[config.mk]
export PLATFORM = sky130hd
export DESIGN_NAME = adc_responder
export DESIGN_NICKNAME = d
export VERILOG_FILES = /design/src/rtl/adc_responder.sv
export SDC_FILE = /design/constraint.sdc
export NUM_CORES = 1
export LEC_CHECK = 0
export CORE_MARGIN = 2
export CORE_UTILIZATION = 50
export DETAILED_ROUTE_END_ITERATION = 10
export PLACE_DENSITY = 0.79
export SYNTH_ARGS = -nofsm -noshare
export SYNTH_HDL_FRONTEND = slang
export SYNTH_SLANG_ARGS = --single-unit
[constraint.sdc]
create_clock -name CLOCK -period 2 [get_ports CLOCK]
set_input_delay 0.4 -clock CLOCK [delete_from_list [all_inputs] [get_ports CLOCK]]
set_output_delay 0.4 -clock CLOCK [all_outputs]
set_load 0.005 [all_outputs]
[src/rtl/adc_responder.sv]
// rtl/adc_responder.sv - serial ADC-style responder: synchronised SPI-like slave returning a 12-bit sample per 16-bit frame
module adc_responder #(
  parameter int         SYNC_STAGES = 2,
  parameter logic [2:0] RESET_CH    = 3'd0
) (
  input  logic        CLOCK,
  input  logic        RESET,
  input  logic        ADC_SCLK,
  input  logic        ADC_CS_N,
  input  logic        ADC_DIN,
  output logic        ADC_DOUT,
  output logic [2:0]  CH_SEL,
  input  logic [11:0] CH_VALUE,
  output logic        FRAME_DONE,
  output logic        FRAME_ERR
);

  typedef enum logic [1:0] {IDLE, ACTIVE, DONE, WAIT_HIGH} state_t;

  localparam logic [1:0] SETTLE = 2'(SYNC_STAGES);

  // Each stage holds {cs_n, sclk, din}; index SYNC_STAGES-1 is the synchronised value.
  logic [SYNC_STAGES-1:0][2:0] sync_q, sync_d;
  logic [1:0]  prev_q, prev_d;
  logic [1:0]  settle_q, settle_d;
  state_t      state_q, state_d;
  logic [15:0] shreg_q, shreg_d;
  logic [4:0]  rise_cnt_q, rise_cnt_d;
  logic [2:0]  addr_q, addr_d;
  logic [2:0]  ch_sel_q, ch_sel_d;
  logic        frame_done_q, frame_done_d;
  logic        frame_err_q, frame_err_d;

  logic       cs_s, sclk_s, din_s;
  logic       cs_fall, cs_rise, sclk_rise, sclk_fall;
  logic [4:0] rise_inc;

  assign {cs_s, sclk_s, din_s} = sync_q[SYNC_STAGES-1];
  assign cs_fall   = !cs_s &&  prev_q[1];
  assign cs_rise   =  cs_s && !prev_q[1];
  assign sclk_rise =  sclk_s && !prev_q[0];
  assign sclk_fall = !sclk_s &&  prev_q[0];
  assign rise_inc  = rise_cnt_q + 5'd1;

  always_comb begin
    sync_d       = {sync_q[SYNC_STAGES-2:0], {ADC_CS_N, ADC_SCLK, ADC_DIN}};
    prev_d       = {cs_s, sclk_s};
    settle_d     = settle_q;
    state_d      = state_q;
    shreg_d      = shreg_q;
    rise_cnt_d   = rise_cnt_q;
    addr_d       = addr_q;
    ch_sel_d     = ch_sel_q;
    frame_done_d = 1'b0;
    frame_err_d  = 1'b0;

    case (state_q)
      // Synchroniser reset values are not real pin samples; wait for them to flush
      // so a frame already under way at reset release is never mistaken for a new one.
      WAIT_HIGH: begin
        if (settle_q != SETTLE) begin
          settle_d = settle_q + 2'd1;
        end else if (cs_s) begin
          state_d = IDLE;
        end
      end
      IDLE: begin
        if (cs_fall) begin
          shreg_d    = {4'b0000, CH_VALUE};
          rise_cnt_d = 5'd0;
          state_d    = ACTIVE;
        end
      end
      ACTIVE: begin
        if (cs_rise) begin
          frame_err_d = 1'b1;
          state_d     = IDLE;
        end else if (!cs_fall) begin
          if (sclk_rise) begin
            rise_cnt_d = rise_inc;
            case (rise_inc)
              5'd3:    addr_d[2] = din_s;
              5'd4:    addr_d[1] = din_s;
              5'd5:    addr_d[0] = din_s;
              default: ;
            endcase
            if (rise_inc == 5'd16) begin
              ch_sel_d     = addr_q;
              frame_done_d = 1'b1;
              state_d      = DONE;
            end
          end else if (sclk_fall && rise_cnt_q >= 5'd1 && rise_cnt_q <= 5'd15) begin
            shreg_d = {shreg_q[14:0], 1'b0};
          end
        end
      end
      DONE: begin
        if (cs_rise) begin
          state_d = IDLE;
        end
      end
      default: state_d = WAIT_HIGH;
    endcase
  end

  always_ff @(posedge CLOCK) begin
    if (RESET) begin
      sync_q       <= '1;
      prev_q       <= '1;
      settle_q     <= 2'd0;
      state_q      <= WAIT_HIGH;
      shreg_q      <= 16'd0;
      rise_cnt_q   <= 5'd0;
      addr_q       <= 3'd0;
      ch_sel_q     <= RESET_CH;
      frame_done_q <= 1'b0;
      frame_err_q  <= 1'b0;
    end else begin
      sync_q       <= sync_d;
      prev_q       <= prev_d;
      settle_q     <= settle_d;
      state_q      <= state_d;
      shreg_q      <= shreg_d;
      rise_cnt_q   <= rise_cnt_d;
      addr_q       <= addr_d;
      ch_sel_q     <= ch_sel_d;
      frame_done_q <= frame_done_d;
      frame_err_q  <= frame_err_d;
    end
  end

  assign ADC_DOUT   = (state_q == ACTIVE) && shreg_q[15];
  assign CH_SEL     = ch_sel_q;
  assign FRAME_DONE = frame_done_q;
  assign FRAME_ERR  = frame_err_q;

endmodule

* Word level (Yosys, flattened, before mapping)
Cells that the tools add are included.
Widths: inputs -> output; s select.
** Operators by class
- Add/sub/neg operators :: 2
- Multipliers :: 0
- Div/mod/pow operators :: 0
- Magnitude comparators :: 2
- Equal/unequal tests :: 20
- Shift operators :: 0
- Mux-type cells :: 22
- Bitwise logic cells :: 4
- Reduce and logical (&&, ||, !) cells :: 23
** Operator list (number)
- $mux 16 :: 5
- $pmux 16 s2 :: 1
- $reduce_and 5->1 :: 5
- $mux 5 :: 4
- $ne 2x2->1 const B :: 10
- $mux 2 :: 8
- $eq 5x3->1 const B :: 2
- $pmux 5 s2 :: 1
- $ne 3x3->1 const B :: 3
- $pmux 2 s4 :: 1
- $logic_and 1x1->1 :: 7
- $reduce_and 7->1 :: 1
- $reduce_and 6->1 :: 1
- $add 5x1->5 const B :: 1
- $eq 5x2->1 const B :: 1
- $eq 5x5->1 const B :: 1
- $ge 5x1->1 const B :: 1
- $le 5x4->1 const B :: 1
- $reduce_or 5->1 :: 1
- $eq 2x2->1 const B :: 2
- $logic_not 1->1 :: 4
- $not 1->1 :: 4
- $add 2x1->2 const B :: 1
- $eq 2x1->1 const B :: 1
- 5 further kinds :: 6
** Storage, ports and cells
- Bits in registers :: 41
- Latch bits :: 0
- Memory bits (writable) :: 0
- Memory bits (read-only) :: 0
- Input bits :: 17
- Output and inout bits :: 6
- Logic and storage cells :: 86
- Memories kept :: 0

* Logic depth before layout (Yosys ltp)
Gate-level depths: netlist (run 1).
- Depth after elaboration :: 9
- Depth in mapped cells :: 10
- Mapped depth without buffers :: 8

* Least setup slack after synthesis (run 1)
No wires, ideal clock.
- Kind :: register -> register
- Start point :: register rise_cnt_q[1]
- End point :: register shreg_q[13]
- Library setup time :: 0.071 ns
- Arrival :: 1.897 ns
- Data required time :: 1.929 ns
- Slack :: 0.032 ns
- Cell stages (with the launch flop) :: 10
- Clock period less this slack :: 1.968 ns
- Cells stage by stage :: dfxtp_1 ha_1 and3_1 ha_1 nor2b_1 o21ai_1 nand3_2 buf_6 or3_1 a21oi_1
** Between the ends
- Cells in the longest elaborated chain, start to end :: 5
- Elaborated cells on any way between the ends :: 6
- Classes of those cells :: 2 x order compare; 1 x eq/ne; 3 x reduce/logical
** RTL lines
- start, declared :: RTL line 28 : logic [4:0] rise_cnt_q, rise_cnt_d;
- start signal, assigned :: RTL line 124 : rise_cnt_q <= rise_cnt_d;
- $ge 5x1->1 :: RTL line 92 : end else if (sclk_fall && rise_cnt_q >= 5'd1 && rise_cnt_q <= 5'd15) begin
- $logic_and 1x1->1 :: RTL line 92
- $logic_and 1x1->1 * :: RTL line 92
- $ne 2x2->1 (no source line) *
- $reduce_and 6->1 (no source line) *
- end signal, assigned :: RTL line 123 : shreg_q <= shreg_d;
- end, declared :: RTL line 27 : logic [15:0] shreg_q, shreg_d;
Mark *: on every way between the ends. The rest lies on a longest branch, timed or not.
A chain may end at the register's enable or synchronous reset.

* Worst setup path after layout (run 1)
- Start point :: register state_q[0]
- End point :: output ADC_DOUT
** Between the ends
- Cells in the longest elaborated chain, start to end :: 2
** RTL lines
- start, declared :: RTL line 26 : state_t state_q, state_d;
- start signal, assigned :: RTL line 122 : state_q <= state_d;
- $eq 2x1->1 :: RTL line 132 : assign ADC_DOUT = (state_q == ACTIVE) && shreg_q[15];
- $logic_and 1x1->1 :: RTL line 132
- end, declared :: RTL line 11 : output logic ADC_DOUT,
No other way between the ends.

==> results of run 1 <==
-- cell type report --
type,instances,area share [%]
multi-input cells,174,45.3
flip-flops and latches,41,32.9
clock inverters,1,0.298
clock buffers,6,3.28
inverters,9,1.34
well taps,50,2.48
repair buffers,39,14.4
-- worst reg2reg max path, stage by stage (launching register included) --
cell and delay, ns:
dfxtp_1 0.34, ha_1 0.16, and3_1 0.17, ha_2 0.18
nor2b_1 0.05, o21ai_2 0.23, nand3_4 0.14, buf_4 0.19
a211o_1 0.22, a21oi_1 0.14
-- worst paths after layout --
path,from,to,slack (ns),cells after the start
setup / recovery,state_q[0]$_SDFFE_PP1P_,ADC_DOUT,0.09,3
hold / removal,sync_d[4]$_SDFF_PP1_,prev_d[0]$_SDFF_PP1_,0.41,1
setup reg to reg,rise_cnt_q[0]$_SDFFE_PP0P_,shreg_q[8]$_SDFFE_PP0P_,0.12,9
hold reg to reg,sync_d[4]$_SDFF_PP1_,prev_d[0]$_SDFF_PP1_,0.41,1
-- per-layer routing --
metal	wire length [um]	track usage, %	share of wire (%)
met1	1950	25.7	47
met2	1920	29.5	46
met3	198	3.95	4.8
met4	77	8.25	1.9
met5	0	0	0
-- flip-flops by register name (all words and copies together) (netlist names) --
| register | count |
|---|---|
| FRAME_DONE | 1 |
| CH_SEL | 3 |
| addr_q | 3 |
| state_q | 2 |
| prev_q | 2 |
| prev_d | 1 |
| din_s | 1 |
| rise_cnt_q | 5 |
| cs_s | 1 |
| sync_d | 3 |
| FRAME_ERR | 1 |
| shreg_q | 16 |
| settle_q | 2 |
-- cell families after synthesis --
group / count (synthesis) / synth area share [%]
muxes: 7 / 3.41
and+or+nand+nor: 91 / 23.5
adders and majority gates: 10 / 6.09
AOI/OAI and AO/OA: 64 / 20.4
DFF: 41 / 40.0
buffers and inverters: 26 / 6.22
xor gates and xnor gates: 1 / 0.427
-- power by group through the flow --
stage / registers, mW / clock network (mW) / logic (mW)
floorplan: 0.908 / 0 / 0.440
global placement: 0.946 / 0 / 0.551
detailed placement: 0.950 / 0 / 0.566
CTS: 0.935 / 0.569 / 0.576
global route: 0.958 / 0.598 / 0.670
finish: 0.949 / 0.558 / 0.599
-- through the flow --
| step | total power [mW] | instances | worst slack, ns | cell area [um2] |
|---|---|---|---|---|
| floorplan | 1.35 | 240 | 0.0322 | 2050 |
| global placement | 1.50 | 311 | 0.148 | 2370 |
| detailed placement | 1.52 | 311 | 0.0850 | 2370 |
| CTS | 2.08 | 318 | 0.00212 | 2470 |
| global route | 2.23 | 320 | 0.0182 | 2520 |
| finish | 2.11 | 320 | 0.0947 | 2520 |
-- timing repair --
action | CTS | global route
pin swaps | 0 | 3
buffers inserted | 0 | 1
gates cloned | 0 | 1
gates resized for setup | 2 | 11
endpoints found under the setup margin | 1 | 14
-- cells in the final DEF, fill, tap and decap left out, types with 2 or more instances in the layout --
cell type and n:
or3_1 4, or2_2 9, buf_4 15, nand2b_1 5, a211oi_1 4, o21ai_0 17, nor3_2 2, a41oi_2 2
nand2_1 32, a21oi_1 21, clkbuf_8 6, mux2i_1 7, dfxtp_1 37, and3_1 2, a211o_1 11, nor3_1 2
a22oi_1 2, dfxtp_2 3, nor4_1 2, nor2b_1 4, nand3b_1 3, clkdlybuf4s50_1 22, ha_1 9, nor2_1 13
nand3_1 3, inv_1 9
==> results.json, run 1 <==
{
  "firstDrtPassIters": 6,
  "finalHoldViolations": 0,
  "synth_top_cell_by_area": "dfxtp_1",
  "die_y_um": 68.1,
  "grt_pass1_vias": 1489,
  "crit_arrival_ns": 1.51,
  "design.core.area_mm2": 0.00397,
  "cts-root-buf": "clkbuf_8",
  "dieArea_mm2": 0.00463,
  "pin_count": 23,
  "ys_warn_count": 0,
  "globalplace.congestion": 0.833,
  "utilization_pct": 63.5,
  "num_vias": 1732,
  "finalSetupViolCount": 0,
  "antenna_cells": 0,
  "fmax_ghz": 0.525,
  "grt_pass1_wl_um": 6710,
  "intPower_mw": 1.39,
  "drtIter0Drc": 162,
  "post-route-min-period_ns": 1.91,
  "synth_common_cells": "dfxtp_1, nand2_1, a21oi_1",
  "grt-ovfl-total": 0,
  "crit_buf_inv": 1,
  "tightest_slew_ns": 0.523,
  "clock-sinks": 41,
  "ys_ff_latch": 41,
  "seq_power_share_pct": 45.0,
  "synth_nets": 267,
  "grt_use_total_pct": 19.1,
  "slew_headroom_pct": 65.1,
  "seq_area_frac_synth_pct": 40.0,
  "startpoint_type": "register",
  "grt_max_degree": 31,
  "maxCapViolCount": 0,
  "p_per_area_mw_per_mm2": 836,
  "cts_tree": "yes",
  "p_leak_nw": 0.957,
  "holdWs_ns": 0.411,
  "swShare_pct": 33.8,
  "hpwl_um": 2820,
  "critPathKind": "register to output pin",
  "nFillCells": 346,
  "ys_types": 41,
  "insertion_delay_ns": 0.30,
  "pwr-share-comb_pct": 28.4,
  "area_delta_synth_final_pct": 22.7,
  "crit_path_end_kind": "output pin",
  "setup_tns_ns": 0,
  "multiInputGateArea_mm2": 0.00114,
  "drcViolationCount": 0,
  "outcome": "completed",
  "fin_crit_sh_pct": 95.3,
  "cts_buffers": 5,
  "htree_levels": 2,
  "via_per_inst": 5.41,
  "p_sw_mw": 0.711,
  "nets": 297,
  "fp.dieW_um": 68.1,
  "slowest_delay_ns": 0.50,
  "syn_area_mm2": 0.00205,
  "regArea_um2": 828,
  "fin_skew_ns": 0.0102,
  "holdBufCountCts": 0,
  "cp_cell_sequence": "nor2b_4 > and2_1 > clkdlybuf4s50_1",
  "hold_path.class": "register to register",
  "wl_um": 4150,
  "final_max_slew_viol_count": 0,
  "rows": 23,
  "yosys-top-cells-area": "dfxtp_1, ha_1, nand2_1",
  "rsz0062_at_grt": "no",
  "drive_gt1_share_pct": 18.1,
  "critPathMaxFanout": 7,
  "postRouteAntennaNets": 0,
  "peakVddDrop_mv": 0.942,
  "synth_edf_count": 0,
  "synthArstFlopShare_pct": 0,
  "start_util_pct": 51.7,
  "pwr-share-clk_pct": 26.5,
  "clkTransAtPathRegs_ns": 0.07,
  "yosysMostFrequentCell": "dfxtp_1",
  "worstPathRequired_ns": 1.60,
  "synth_top_area_share_pct": 40.0,
  "avgSynthCellArea_um2": 8.56,
  "antenna_found_initial": 0,
  "synth_flop_cell": "dfxtp_1",
  "routedWlPerCell_um": 13.0,
  "clock_path_buffers": 2,
  "crit_family": "buffers and inverters",
  "port_buffers": 22,
  "syn_inst": 240,
  "slowest_stage": "clkdlybuf4s50_1"
}
Note: power is estimated with default switching activity, not from simulation.
==> run 2, diff against run 1 <==
- CORE_MARGIN: 2 -> 5
==> run 2 against run 1 <==
  * Critical path depth stayed put
  * Clock-buffer cell count stayed put
  * Sequential power down 2%
  * Wire length grew 9.2%
  * Global-route usage decreased by 2.5 points
  * Largest cell class unchanged
==> results.json, run 2 (synthesized netlist as in run 1, its figures left out) <==
{
  "crit_start": "state_q[0]$_SDFFE_PP1P_",
  "largest_register_ffs": 16,
  "hpwl_um": 2870,
  "postRouteAntennaNets": 0,
  "crit_arrival_ns": 1.52,
  "die_y_um": 74.1,
  "globalplace.congestion": 0.794,
  "top_register": "shreg_q",
  "clock-sinks": 41,
  "antenna_cells": 0,
  "nFillCells": 318,
  "cp_cell_sequence": "nor2b_2 > and2_1 > clkdlybuf4s50_1",
  "num_vias": 1776,
  "holdCritStartpoint": "sync_d[5]$_SDFF_PP1_",
  "finalSetupViolCount": 0,
  "antenna_found_initial": 0,
  "p_leak_nw": 0.994,
  "drcViolationCount": 0,
  "htree_levels": 2,
  "cts_buffers": 5,
  "dieArea_mm2": 0.00549,
  "design.core.area_mm2": 0.00400,
  "hold_path.class": "register to register",
  "peakVddDrop_mv": 0.824,
  "p_per_area_mw_per_mm2": 858,
  "clock_path_buffers": 2,
  "insertion_delay_ns": 0.29,
  "fp.dieW_um": 74.1,
  "fin_skew_ns": 0.00820,
  "layout_commonest_cell": "dfxtp_1",
  "firstDrtPassIters": 4,
  "setup_ws_ns": 0.0824,
  "r2r-end": "shreg_q[8]$_SDFFE_PP0P_",
  "worstPathRequired_ns": 1.60,
  "cts_tree": "yes",
  "drtIter0Drc": 155,
  "grt_pass1_vias": 1584,
  "via_per_inst": 5.50,
  "wl_um": 4530,
  "grt_use_total_pct": 16.6,
  "ff2ff_path_depth": 9,
  "slowest_stage": "clkdlybuf4s50_1",
  "critPathMaxFanout": 7,
  "hold_depth": 1,
  "rrSetupSlack_ns": 0.10,
  "whs_endpoint": "cs_s$_SDFF_PP1_",
  "clkTransAtPathRegs_ns": 0.08,
  "holdBufCountCts": 0,
  "reg2reg_from": "rise_cnt_q[1]$_SDFFE_PP0P_",
  "start_util_pct": 51.3,
  "tightest_slew_ns": 0.562,
  "outcome": "completed",
  "most-common-layout-cells": "dfxtp_1, nand2_1, clkdlybuf4s50_1",
  "final_area_mm2": 0.00265,
  "slew_headroom_pct": 62.5,
  "routedWlPerCell_um": 14.0,
  "pin_count": 23,
  "grt_max_degree": 36,
  "grt-ovfl-total": 0,
  "utilization_pct": 66.1,
  "fin_crit_sh_pct": 95.9,
  "finalHoldViolations": 0,
  "drive_gt1_share_pct": 21.2,
  "grt_pass1_wl_um": 7050,
  "maxCapViolCount": 0,
  "final_max_slew_viol_count": 0,
  "area_delta_synth_final_pct": 28.8,
  "port_buffers": 22,
  "startpoint_type": "register",
  "rows": 23,
  "fmax_ghz": 0.521,
  "place_area_mm2": 0.00240,
  "slowest_delay_ns": 0.51,
  "top_regs": "shreg_q: 16 flops, rise_cnt_q: 5 flops",
  "crit_path_end_kind": "output pin",
  "cts-root-buf": "clkbuf_8",
  "nets": 299,
  "place_ws_ns": 0.0635,
  "post-route-min-period_ns": 1.92,
  "critPathKind": "register to output pin"
}
-- run 2: cell count changes in the layout (fill, tap and decap cells not counted), sizes merged --
cell    previous run  this run
buf               17        18
bufinv             0         1
clkbuf             6         7
-- run 2: power by group --
part | internal (mW) | switching (mW) | total (mW)
logic | 0.264 | 0.378 | 0.642
clock network | 0.406 | 0.287 | 0.693
registers | 0.872 | 0.0621 | 0.934
total | 1.54 | 0.727 | 2.27
-- run 2: final cells by class --
| cell class | instances | area (um2) | share of cell area [%] |
|---|---|---|---|
| multi-input combinational | 174 | 1180 | 44.6 |
| sequential | 41 | 827 | 31.3 |
| timing repair buffer | 41 | 422 | 15.9 |
| clock buffer | 6 | 82.6 | 3.12 |
| tap | 50 | 62.6 | 2.37 |
| clock inverter | 2 | 37.5 | 1.42 |
| inverter | 9 | 33.8 | 1.28 |
-- run 2: what timing repair did --
action | CTS | global route
setup endpoints to repair | 1 | 18
buffers inserted | 0 | 2
cloned | 0 | 2
pin swaps | 0 | 8
hold endpoints to repair | 0 | 0
gates resized for setup | 1 | 18
-- run 2: worst max-delay path: cells and delay by family, from the launching register on --
kind | cells | cell delay (ns)
buf+inv | 1 | 0.51
flops | 1 | 0.40
simple gates | 2 | 0.31
-- run 2: routing by layer --
layer  global-route usage [%]  vias up  wire length [um]
met3                     3.78       10               198
met1                     20.9      823              2090
met5                        0        -                 0
li1                         -      900                 -
met4                     8.25        0               100
met2                     26.6       43              2140
-- run 2: how the worst max path moves through the flow --
stage	to	depth (start not counted)
after global placement	shreg_q[9]$_SDFFE_PP0P_	8
after CTS	shreg_q[9]$_SDFFE_PP0P_	8
final	ADC_DOUT	3
after global routing	shreg_q[8]$_SDFFE_PP0P_	9
after detailed placement	shreg_q[9]$_SDFFE_PP0P_	8
after floorplan	shreg_q[13]$_SDFFE_PP0P_	9
-- run 2: per-stage QoR --
stage / total power [mW] / hold slack [ns] / instances / TNS, ns
after global placement: 1.52 / 0.392 / 311 / 0
after global routing: 2.40 / 0.434 / 323 / -0.00868
after floorplan: 1.35 / 0.389 / 240 / 0
final: 2.27 / 0.410 / 323 / 0
after detailed placement: 1.53 / 0.393 / 311 / 0
after CTS: 2.23 / 0.412 / 319 / 0
==> run 3, diff against run 2 <==
- CTS_BUF_LIST: unset -> sky130_fd_sc_hd__clkbuf_16
==> run 3 against run 2 <==
  * Maximum frequency shrank 0.95%
  * Register-to-register slack worse by 0.02 ns
  * Sequential share of layout area increased by 0.054 points
  * First-iteration DRC count shrank 33%
  * Utilization decreased by 0.31 points
  * Wire length is 4.2% lower
  * Via count down 1.4%
  * Final cell count down 0.31%
  * Critical path type unchanged
==> results.json, run 3 (synthesized netlist as in run 1, its figures left out) <==
{
  "critPathKind": "register to output pin",
  "post-route-min-period_ns": 1.94,
  "slew_headroom_pct": 64.2,
  "port_buffers": 22,
  "fin_skew_ns": 0.00676,
  "holdCritStartpoint": "sync_d[5]$_SDFF_PP1_",
  "rows": 23,
  "hold_path.class": "register to register",
  "drtIter0Drc": 104,
  "die_y_um": 74.1,
  "power_mw": 2.44,
  "whs_endpoint": "cs_s$_SDFF_PP1_",
  "fmax_ghz": 0.517,
  "worstPathRequired_ns": 1.60,
  "top_register": "shreg_q",
  "swShare_pct": 30.0,
  "finalSetupViolCount": 0,
  "pwr-share-clk_pct": 36.4,
  "grt_use_total_pct": 16.4,
  "holdWs_ns": 0.406,
  "p_per_area_mw_per_mm2": 929,
  "hpwl_um": 2870,
  "setup_tns_ns": 0,
  "crit_path_end_kind": "output pin",
  "firstDrtPassIters": 4,
  "drcViolationCount": 0,
  "layout_commonest_cell": "dfxtp_1",
  "clock_path_buffers": 2,
  "tightest_slew_ns": 0.537,
  "outcome": "completed",
  "final_max_slew_viol_count": 0,
  "globalplace.congestion": 0.794,
  "antenna_found_initial": 0,
  "cts_buffers": 5,
  "pin_count": 23,
  "r2r-end": "shreg_q[8]$_SDFFE_PP0P_",
  "via_per_inst": 5.44,
  "intPower_mw": 1.71,
  "reg2reg_from": "rise_cnt_q[1]$_SDFFE_PP0P_",
  "fp.dieW_um": 74.1,
  "most-common-layout-cells": "dfxtp_1, nand2_1, clkdlybuf4s50_1",
  "p_leak_nw": 0.997,
  "grt_max_degree": 36,
  "finalHoldViolations": 0,
  "cts-root-buf": "clkbuf_16",
  "postRouteAntennaNets": 0,
  "routedWlPerCell_um": 13.5,
  "insertion_delay_ns": 0.28,
  "startpoint_type": "register",
  "antenna_cells": 0,
  "seq_power_share_pct": 37.9,
  "critPathMaxFanout": 7,
  "wl_um": 4340,
  "largest_register_ffs": 16,
  "p_sw_mw": 0.734,
  "nets": 298,
  "grt_pass1_wl_um": 6960,
  "dieArea_mm2": 0.00549,
  "maxCapViolCount": 0,
  "peakVddDrop_mv": 0.647,
  "design.core.area_mm2": 0.00400,
  "grt-ovfl-total": 0,
  "htree_levels": 2,
  "start_util_pct": 51.3,
  "crit_arrival_ns": 1.54,
  "ff2ff_path_depth": 9,
  "num_vias": 1751,
  "drive_gt1_share_pct": 19.5,
  "pwr-share-comb_pct": 25.7,
  "clkTransAtPathRegs_ns": 0.06,
  "clock-sinks": 41,
  "grt_pass1_vias": 1581,
  "cts_tree": "yes",
  "hold_depth": 1,
  "area_delta_synth_final_pct": 28.2,
  "rrSetupSlack_ns": 0.08,
  "top_regs": "shreg_q: 16 flops, rise_cnt_q: 5 flops",
  "fin_crit_sh_pct": 96.8
}
-- run 3: metrics by stage --
| stage | area [um2] | setup slack (ns) | util [%] | std cells |
|---|---|---|---|---|
| CTS | 2570 | 0.0270 | 64.4 | 319 |
| detailed placement | 2400 | 0.0635 | 60.0 | 311 |
| global placement | 2400 | 0.117 | 60.0 | 311 |
| finish | 2630 | 0.0640 | 65.8 | 322 |
| global route | 2630 | -0.0249 | 65.8 | 322 |
| floorplan | 2050 | 0.0322 | - | 240 |
-- run 3: layout make-up --
class	count	area, um2
fillers	309	1370
multi-input cells	174	1150
flip-flops and latches	41	825
repair buffers	40	393
clock buffers	5	125
well taps	50	62.6
clock inverters	3	41.3
inverters	9	33.8
-- run 3: worst max-delay path, cell delays in order, from the launching register on --
cell and delay (ns):
dfxtp_2 0.40, nor2b_2 0.18, and2_1 0.15, clkdlybuf4s50_1 0.52
-- run 3: layer usage --
| metal | share of wire (%) | vias up | track usage (%) |
|---|---|---|---|
| li1 | - | 901 | - |
| met1 | 46 | 808 | 20.9 |
| met2 | 47 | 35 | 25.9 |
| met3 | 4.3 | 7 | 4.05 |
| met4 | 2.0 | 0 | 8.05 |
| met5 | 0 | - | 0 |
-- run 3: worst max path at each step --
stage / slack [ns] / from / cells past startpoint / end
5_1_grt: -0.02 / rise_cnt_q[0]$_SDFFE_PP0P_ / 9 / shreg_q[14]$_SDFFE_PP0P_
3_3_place_gp: 0.12 / rise_cnt_q[0]$_SDFFE_PP0P_ / 8 / shreg_q[9]$_SDFFE_PP0P_
2_1_floorplan: 0.03 / rise_cnt_q[1]$_SDFFE_PP0P_ / 9 / shreg_q[13]$_SDFFE_PP0P_
3_5_place_dp: 0.06 / rise_cnt_q[0]$_SDFFE_PP0P_ / 8 / shreg_q[9]$_SDFFE_PP0P_
6_report: 0.06 / state_q[0]$_SDFFE_PP1P_ / 3 / ADC_DOUT
4_1_cts: 0.03 / rise_cnt_q[0]$_SDFFE_PP0P_ / 9 / shreg_q[8]$_SDFFE_PP0P_
-- run 3: what timing repair did --
item,in CTS,in global routing
setup buffers,0,2
setup endpoints to repair,2,15
hold buffers,0,0
endpoints found under the hold margin,0,0
gates cloned,0,1
resized for setup,2,10
pin swaps,0,5
-- run 3: power by group through the flow --
| stage | registers [mW] | clock network, mW | logic (mW) |
|---|---|---|---|
| 3_5_place_dp | 0.939 | 0 | 0.595 |
| 3_3_place_gp | 0.937 | 0 | 0.586 |
| 5_1_grt | 0.937 | 0.960 | 0.695 |
| 6_report | 0.927 | 0.890 | 0.627 |
| 2_1_floorplan | 0.908 | 0 | 0.440 |
| 4_1_cts | 0.923 | 0.911 | 0.607 |
